File: src/rtl/beat_sequencer_if.sv
// Song ROM fetch port and step-row output of the beat sequencer.
// Latency: rom_data is valid one cycle after rom_addr; step_out/step_en are registered by the sequencer.
// Backpressure: none; the shift register must accept step_out on every step_en pulse.
interface beat_sequencer_if #(
  parameter int ADDR_W = 8
);
  logic [ADDR_W-1:0] rom_addr;
  logic [4:0]        rom_data;
  logic [3:0]        step_out;
  logic              step_en;

  modport master (
    output rom_addr,
    output step_out,
    output step_en,
    input  rom_data
  );

  modport slave (
    input  rom_addr,
    input  step_out,
    input  step_en,
    output rom_data
  );
endinterface

File: src/rtl/beat_sequencer.sv
// Game-flow scheduler: beat divider, song ROM prefetch, idle/countdown/play/pause/drain/done sequencing.
// Latency: first step_en exactly P cycles after an accepted start, then one pulse every P running cycles.
// Backpressure: none; pause_toggle freezes the divider and all song progress until toggled again.
module beat_sequencer #(
  parameter int ADDR_W          = 8,
  parameter int DIV_W           = 24,
  parameter int COUNTDOWN_BEATS = 4,
  parameter int DRAIN_BEATS     = 8
) (
  input  logic              clk,
  input  logic              reset,
  input  logic              start,
  input  logic              pause_toggle,
  input  logic [DIV_W-1:0]  beat_period,
  beat_sequencer_if.master  bus,
  output logic [2:0]        state,
  output logic [2:0]        countdown,
  output logic [ADDR_W-1:0] beat_count,
  output logic              done
);

  typedef enum logic [2:0] {
    S_IDLE      = 3'd0,
    S_COUNTDOWN = 3'd1,
    S_PLAY      = 3'd2,
    S_PAUSE     = 3'd3,
    S_DRAIN     = 3'd4,
    S_DONE      = 3'd5
  } state_e;

  localparam int DRAIN_W = $clog2(DRAIN_BEATS + 1);

  state_e              state_q, state_d;
  state_e              saved_q, saved_d;
  logic [DIV_W-1:0]    div_q, div_d;
  logic [DIV_W-1:0]    period_q, period_d;
  logic [2:0]          countdown_q, countdown_d;
  logic [DRAIN_W-1:0]  drain_q, drain_d;
  logic [ADDR_W-1:0]   rom_addr_q, rom_addr_d;
  logic [ADDR_W-1:0]   beat_count_q, beat_count_d;
  logic [4:0]          next_word_q, next_word_d;
  logic [3:0]          step_out_q, step_out_d;
  logic                step_en_q, step_en_d;
  logic                done_q, done_d;
  logic                tick;

  // Divider reaches its last count: this cycle's edge produces a beat.
  assign tick = (div_q == period_q - DIV_W'(1));

  // Next-state and datapath updates for the whole game flow.
  always_comb begin
    state_d      = state_q;
    saved_d      = saved_q;
    div_d        = div_q;
    period_d     = period_q;
    countdown_d  = countdown_q;
    drain_d      = drain_q;
    rom_addr_d   = rom_addr_q;
    beat_count_d = beat_count_q;
    step_out_d   = step_out_q;
    step_en_d    = 1'b0;
    done_d       = done_q;
    // The ROM address is held for several cycles, so sampling every cycle
    // leaves next_word valid one cycle after any address change.
    next_word_d  = bus.rom_data;

    case (state_q)
      S_IDLE, S_DONE: begin
        // start beats a coincident pause_toggle here; pause is simply not looked at.
        if (start) begin
          period_d     = (beat_period < DIV_W'(2)) ? DIV_W'(2) : beat_period;
          div_d        = '0;
          countdown_d  = 3'(COUNTDOWN_BEATS);
          beat_count_d = '0;
          rom_addr_d   = '0;
          step_out_d   = 4'd0;
          done_d       = 1'b0;
          state_d      = S_COUNTDOWN;
        end
      end

      S_COUNTDOWN, S_PLAY, S_DRAIN: begin
        div_d = tick ? '0 : div_q + DIV_W'(1);
        if (tick) begin
          step_en_d = 1'b1;
          case (state_q)
            S_COUNTDOWN: begin
              step_out_d  = 4'd0;
              countdown_d = countdown_q - 3'd1;
              if (countdown_q <= 3'd1) begin
                countdown_d = 3'd0;
                state_d     = S_PLAY;
              end
            end
            S_PLAY: begin
              step_out_d = next_word_q[3:0];
              if (beat_count_q != {ADDR_W{1'b1}}) begin
                beat_count_d = beat_count_q + ADDR_W'(1);
              end
              // Last row: explicit end flag, or the top of the ROM (no wrap).
              if (next_word_q[4] || (rom_addr_q == {ADDR_W{1'b1}})) begin
                drain_d = DRAIN_W'(DRAIN_BEATS);
                state_d = S_DRAIN;
              end else begin
                rom_addr_d = rom_addr_q + ADDR_W'(1);
              end
            end
            default: begin
              step_out_d = 4'd0;
              drain_d    = drain_q - DRAIN_W'(1);
              if (drain_q <= DRAIN_W'(1)) begin
                done_d  = 1'b1;
                state_d = S_DONE;
              end
            end
          endcase
        end
        // The tick (if any) has already been applied; remember the state it
        // left us in. A song that just finished is not paused.
        if (pause_toggle && (state_d != S_DONE)) begin
          saved_d = state_d;
          state_d = S_PAUSE;
        end
      end

      S_PAUSE: begin
        if (pause_toggle) begin
          state_d = saved_q;
        end
      end

      default: begin
        state_d = S_IDLE;
      end
    endcase
  end

  // State and all outputs registered; synchronous reset aborts any song.
  always_ff @(posedge clk) begin
    if (reset) begin
      state_q      <= S_IDLE;
      saved_q      <= S_IDLE;
      div_q        <= '0;
      period_q     <= DIV_W'(2);
      countdown_q  <= 3'd0;
      drain_q      <= '0;
      rom_addr_q   <= '0;
      beat_count_q <= '0;
      next_word_q  <= 5'd0;
      step_out_q   <= 4'd0;
      step_en_q    <= 1'b0;
      done_q       <= 1'b0;
    end else begin
      state_q      <= state_d;
      saved_q      <= saved_d;
      div_q        <= div_d;
      period_q     <= period_d;
      countdown_q  <= countdown_d;
      drain_q      <= drain_d;
      rom_addr_q   <= rom_addr_d;
      beat_count_q <= beat_count_d;
      next_word_q  <= next_word_d;
      step_out_q   <= step_out_d;
      step_en_q    <= step_en_d;
      done_q       <= done_d;
    end
  end

  assign bus.rom_addr = rom_addr_q;
  assign bus.step_out = step_out_q;
  assign bus.step_en  = step_en_q;
  assign state        = state_q;
  assign countdown    = countdown_q;
  assign beat_count   = beat_count_q;
  assign done         = done_q;

endmodule

File: src/flat_wrapper.sv
// flat-port wrapper written by rule: the top's interface ports become plain ports
module beat_sequencer_flat 
#(
  parameter int ADDR_W          = 8,
  parameter int DIV_W           = 24,
  parameter int COUNTDOWN_BEATS = 4,
  parameter int DRAIN_BEATS     = 8
)
  (clk, reset, start, pause_toggle, beat_period, state, countdown, beat_count, done, bus_rom_addr, bus_step_out, bus_step_en, bus_rom_data);
  beat_sequencer_if #(.ADDR_W(ADDR_W)) bus_i ();
  input  logic clk;
  input  logic reset;
  input  logic start;
  input  logic pause_toggle;
  input  logic [DIV_W-1:0] beat_period;
  output logic [2:0] state;
  output logic [2:0] countdown;
  output logic [ADDR_W-1:0] beat_count;
  output logic done;
  output wire logic [$bits(bus_i.rom_addr)-1:0] bus_rom_addr;
  output wire logic [$bits(bus_i.step_out)-1:0] bus_step_out;
  output wire logic [$bits(bus_i.step_en)-1:0] bus_step_en;
  input wire logic [$bits(bus_i.rom_data)-1:0] bus_rom_data;
  assign bus_rom_addr = bus_i.rom_addr;
  assign bus_step_out = bus_i.step_out;
  assign bus_step_en = bus_i.step_en;
  assign bus_i.rom_data = bus_rom_data;
  beat_sequencer #(.ADDR_W(ADDR_W), .DIV_W(DIV_W), .COUNTDOWN_BEATS(COUNTDOWN_BEATS), .DRAIN_BEATS(DRAIN_BEATS)) u_core (.clk(clk), .reset(reset), .start(start), .pause_toggle(pause_toggle), .beat_period(beat_period), .bus(bus_i), .state(state), .countdown(countdown), .beat_count(beat_count), .done(done));
endmodule
File: config.mk
export PLATFORM = sky130hd
export DESIGN_NAME = beat_sequencer_flat
export DESIGN_NICKNAME = d
export VERILOG_FILES = /design/src/rtl/beat_sequencer_if.sv /design/src/rtl/beat_sequencer.sv /design/src/flat_wrapper.sv
export SDC_FILE = /design/constraint.sdc
export NUM_CORES = 1
export LEC_CHECK = 0
export ABC_AREA = 1
export CAP_MARGIN = 10
export CORE_AREA = 2 2 113 115
export CTS_CLUSTER_SIZE = 25
export DETAILED_ROUTE_END_ITERATION = 6
export DIE_AREA = 0 0 115 117
export HOLD_SLACK_MARGIN = 0.15
export PLACE_DENSITY_LB_ADDON = 0.08
export SYNTH_ARGS = -nofsm -noshare
export SYNTH_HDL_FRONTEND = slang
export SYNTH_SLANG_ARGS = --single-unit
export TNS_END_PERCENT = 1
File: constraint.sdc
create_clock -name clk -period 6.59 [get_ports clk]
set_clock_uncertainty 0.05 [all_clocks]
set_input_delay 1.318 -clock clk [delete_from_list [all_inputs] [get_ports clk]]
set_output_delay 1.318 -clock clk [all_outputs]
set_load 0.01 [all_outputs]
Word-level counts from Yosys, hierarchy flattened
Index checks and enable logic that the tools add are counted.

storage, ports and cells
  output and inout bits = 28
  flip-flop bits (word level) = 88
  logic and storage cells = 100
  bits of input ports = 33

operators by class
  $lt $le $gt $ge = 3
  equal/unequal tests = 19
  reductions and logical operators = 18
  bitwise logic cells = 2
  mux-type cells = 40
  add/subtract/negate cells = 6

operators with widths
  operator                                                               number
  24-bit two-way mux                                                     3
  8-bit two-way mux                                                      7
  24-bit case mux with 2 select lines                                    1
  3-bit two-way mux                                                      12
  8-bit case mux with 2 select lines                                     2
  24-bit by 1-bit adder with 24-bit output, second input constant        1
  24-bit equality test                                                   1
  24-bit by 2-bit < comparator with 1-bit output, second input constant  1
  24-bit by 1-bit subtractor with 24-bit output, second input constant   1
  8-bit by 1-bit adder with 8-bit output, second input constant          2
  4-bit two-way mux                                                      4
  4-bit case mux with 2 select lines                                     2
  5-bit AND reduction                                                    3
  2-bit by 1-bit != test with 1-bit output, second input constant        6
  3-bit case mux with 2 select lines                                     2
  3-bit case mux with 3 select lines                                     1
  8-bit equality test, second input constant                             1
  2-bit != test, second input constant                                   4
  8-bit != test, second input constant                                   1
  2-bit AND reduction                                                    4
  4-bit AND reduction                                                    2
  3-bit by 2-bit equality test with 1-bit output, second input constant  2
  3-bit equality test, second input constant                             2
  2-bit OR reduction                                                     3
  other kinds (15)                                                       20

Logic depth before layout (Yosys ltp)
  word-level depth = 10
  gate-level depth with buffers = 22
  mapped depth without buffers = 22

Worst setup path after synthesis
OpenSTA, ideal clock, no wires.

  path type = input -> register
  from = input start
  to = register u_core.div_q[19]
  cell stages on the path = 11
  path buffers = 0
  arrival time = 2.564 ns
  data required time = 6.422 ns
  path slack = 3.858 ns
  cell sequence = nand2_1 -> nand2_1 -> inv_2 -> nor2_1 -> inv_1 -> nor3_2 -> nand4_1 -> nor3_2 -> nand3_1 -> nor2_1 -> nor3b_2

between the ends
  longest elaborated chain between the ends = 2

ends and longest elaborated chain
  what                                  RTL line               source
  start, declared                       flat_wrapper.sv:13     input logic start;
  2-bit != test (no source line)        n/a
  2-bit AND reduction (no source line)  n/a
  end signal, assigned                  beat_sequencer.sv:156  div_q <= div_d;
  end, declared                         beat_sequencer.sv:35   logic [DIV_W-1:0] div_q, div_d;

No other way between the ends.
A chain may end at the register's enable or synchronous reset.

Final worst setup path
Same ends and word-level chain as after synthesis.

==> flow_metrics.env <==
export IMPL_grt_first_pass_wirelength_um=22910
export IMPL_cts_tree="done"
export IMPL_p_leak_nw=2.741
export IMPL_post_cts_repair_setup_buffers=0
export IMPL_slew_headroom=0.4238
export IMPL_crit_path_end_kind="flip-flop"
export IMPL_ant_nets=0
export IMPL_worst_slew_pin_slew_ns=0.8633
export IMPL_synth_seq_cells=88
export IMPL_clock_power_share=0.312
export IMPL_cts_made_buffers=9
export IMPL_io_buffer_count=60
export IMPL_path_clk_slew_ns=0.06
export IMPL_die_area_mm2=0.01346
export IMPL_num_vias=5226
export IMPL_syn_cell_area_mm2=0.005421
export IMPL_p_seq_frac=0.393
export IMPL_hold_violations=0
export IMPL_status="complete, no violations"
export IMPL_place_hpwl_um=10720
export IMPL_gp_congestion=0.9076
export IMPL_drc=0
export IMPL_cts_resized=0
export IMPL_startpoint_type="primary input"
export IMPL_vias_per_cell=5.139
export IMPL_drtIter0Drc=347
export IMPL_internal_power_w=0.0009993
export IMPL_fin_crit_ns=3.930
export IMPL_power_w=0.001552
export IMPL_antenna_found_initial=0
export IMPL_power_switching_w=0.0005523
export IMPL_cp_max_fo=16
export IMPL_syn_mean_instance_area_um2=6.710
export IMPL_row_count=41
export IMPL_firstDrtPassIters=5
export IMPL_vdd_drop_max_v=0.0001251
export IMPL_p_per_area_mw_per_mm2=242.3
export IMPL_rsz0062_at_grt="false"
export IMPL_tns_ns=0
export IMPL_p_sw_frac=0.3559
export IMPL_coreArea_mm2=0.01231
export IMPL_cts_root_buf="clkbuf_16"
export IMPL_diodes=0
export IMPL_cp_required_ns=6.75
export IMPL_grt_overflow=0
export IMPL_initial_core_util=0.4403
export IMPL_syn_nets=849
export IMPL_criticalPathCategory="in -> reg"
export IMPL_seq_area_frac_synth=0.3249
export IMPL_hold_buffers=0
export IMPL_drv_slew=0
export IMPL_fill_cells=1254
export IMPL_cp_arrival_ns=4.09
export IMPL_hp_class="reg -> reg"
export IMPL_cts_buffer_depth=2
export IMPL_combPwrFrac=0.295
export IMPL_postSynth_asyncResetShare=0
export IMPL_drive_gt1_frac=0.07497
export IMPL_yosys_warnings=0
export IMPL_ys_types=46
export IMPL_timing_fmax_ghz=0.2544
export IMPL_wl_um=13790
export IMPL_maxCapViolations=0
export IMPL_die_x_um=115
export IMPL_final_util=0.5201
export IMPL_io_pins=61
export IMPL_grtUsageTotal=0.2154
export IMPL_clock_latency_ns=0.35
export IMPL_fin_crit_sh=0.5964
export IMPL_area_growth_pct=18.12
export IMPL_whs_ns=0.4151
export IMPL_synth_ff_type="dfxtp_1"
export IMPL_grt_max_degree=37
export IMPL_syn_inst=808
export IMPL_setup_viol=0
export IMPL_synth_edf_count=0
export IMPL_fp_dieH_um=117
export IMPL_cts_htree_levels=3
export IMPL_cts_sinks=88
export IMPL_final_nets=903
export IMPL_grt_pass1_vias=4795
export IMPL_post_drt_wl_per_cell_um=13.56
==> power by group through the flow <==
| stage | Combinational [W] | Sequential (W) | Clock [W] |
|---|---|---|---|
| floorplan | 0.000330 | 0.000616 | 0 |
| global placement | 0.000444 | 0.000621 | 0 |
| detailed placement | 0.000456 | 0.000622 | 0 |
| CTS | 0.000458 | 0.000610 | 0.000499 |
| global route | 0.000518 | 0.000615 | 0.000520 |
| finish | 0.000458 | 0.000610 | 0.000484 |
==> metrics by stage <==
step	area, um2	setup slack [ns]	instances
floorplan	5421	3.858	808
global placement	6127	2.341	1001
detailed placement	6127	2.218	1001
CTS	6404	2.595	1017
global route	6404	2.343	1017
finish	6404	2.660	1017
==> area by class of cell <==
type                    count  area (um2)  area share
repair buffers             61       608.1     0.09496
clock buffers              12       246.5     0.03849
well taps                 150       187.7     0.02931
multi-input cells         589        3143      0.4908
flip-flops and latches     88        1762      0.2751
inverters                 113       426.7     0.06663
clock inverters             4       30.03    0.004689
==> final timing paths <==
| check | end | cells after the start | slack, ns | start |
|---|---|---|---|---|
| worst max-delay path | u_core.div_q[19]$_SDFFE_PP0P_ | 12 | 2.66 | start |
| worst min-delay path | u_core.bus.step_out[3]$_SDFFE_PP0P_ | 2 | 0.42 | u_core.next_word_q[3]$_SDFF_PP0_ |
| worst max register to register | u_core.div_q[19]$_SDFFE_PP0P_ | 13 | 3.28 | u_core.state[2]$_SDFFE_PP0P_ |
| worst min register to register | u_core.bus.step_out[3]$_SDFFE_PP0P_ | 2 | 0.42 | u_core.next_word_q[3]$_SDFF_PP0_ |
==> logic make-up after synthesis <==
group / after synthesis / synth area share
AND/OR/NAND/NOR: 424 / 0.3730
AO/OA/AOI/OAI: 118 / 0.1239
XOR/XNOR: 39 / 0.06439
buffers and inverters: 131 / 0.09532
flip-flops: 88 / 0.3249
adder cells (fa/ha/maj): 8 / 0.01846
==> layer usage <==
metal | vias up | part of all wire | track usage
li1 | 2720 | - | -
met1 | 2395 | 0.50 | 0.3000
met2 | 90 | 0.45 | 0.3365
met3 | 21 | 0.029 | 0.03141
met4 | 0 | 0.022 | 0.08755
met5 | - | 0 | 0
==> flip-flops by register name, summed over array words and instances, names as in the netlist, 3 cells and up <==
signal               count
u_core.beat_count        8
u_core.countdown         3
u_core.bus.rom_addr      8
u_core.state             3
u_core.next_word_q       5
u_core.drain_q           4
u_core.period_q         24
u_core.div_q            24
u_core.saved_q           3
u_core.bus.step_out      4
==> cell usage after synthesis, types with 2 or more instances <==
| master | instances | share of area |
|---|---|---|
| nand2_1 | 177 | 0.12 |
| inv_1 | 107 | 0.074 |
| nor2_1 | 105 | 0.073 |
| dfxtp_1 | 88 | 0.32 |
| a21oi_1 | 53 | 0.049 |
| nand3_1 | 53 | 0.049 |
| o21ai_0 | 32 | 0.030 |
| xor2_1 | 25 | 0.040 |
| nand4_1 | 21 | 0.024 |
| nor3_1 | 18 | 0.017 |
| a211oi_1 | 13 | 0.018 |
| xnor2_1 | 13 | 0.021 |
| clkbuf_1 | 11 | 0.0076 |
| nor2_2 | 9 | 0.010 |
| ha_1 | 8 | 0.018 |
| nor2_4 | 7 | 0.015 |
| nand2_4 | 5 | 0.010 |
| nand3_2 | 5 | 0.0092 |
| a31oi_1 | 4 | 0.0046 |
| nand2_2 | 4 | 0.0046 |
| o21bai_1 | 4 | 0.0055 |
| and2_1 | 3 | 0.0035 |
| buf_2 | 3 | 0.0028 |
| inv_2 | 3 | 0.0021 |
| nor2_8 | 3 | 0.011 |
| nor3_2 | 3 | 0.0055 |
| nor3b_1 | 3 | 0.0042 |
| nor4_1 | 3 | 0.0035 |
| o21ai_1 | 3 | 0.0028 |
| o21ai_2 | 3 | 0.0048 |
| a311oi_1 | 2 | 0.0032 |
| buf_6 | 2 | 0.0042 |
| clkinv_1 | 2 | 0.0014 |
==> worst max-delay path: stages <==
cell and delay, ns:
clkdlybuf4s50_1 0.49, nand2_1 0.38, nand2_1 0.60, inv_2 0.16, nor2_1 0.18, inv_1 0.09
nor3_2 0.21, nand4_1 0.17, nor3_2 0.18, nand3_1 0.12, nor2_1 0.13, nor3b_2 0.05
==> cells in the final DEF (no fill, tap or decap), types with 4 or more instances in the layout <==
cell type	count
nand2_1	177
nor2_2	9
nor2_1	105
o21ai_0	32
nand4_1	21
nor2_4	7
nand3_1	53
a211oi_1	13
xor2_1	25
nand3_2	5
dfxtp_1	88
nand2_4	5
ha_1	8
clkdlybuf4s50_1	60
a21oi_1	53
nor3_1	18
xnor2_1	13
o21bai_1	4
a31oi_1	4
clkbuf_16	9
nand2_2	4
inv_1	107
(Power assumes the default switching activity.)
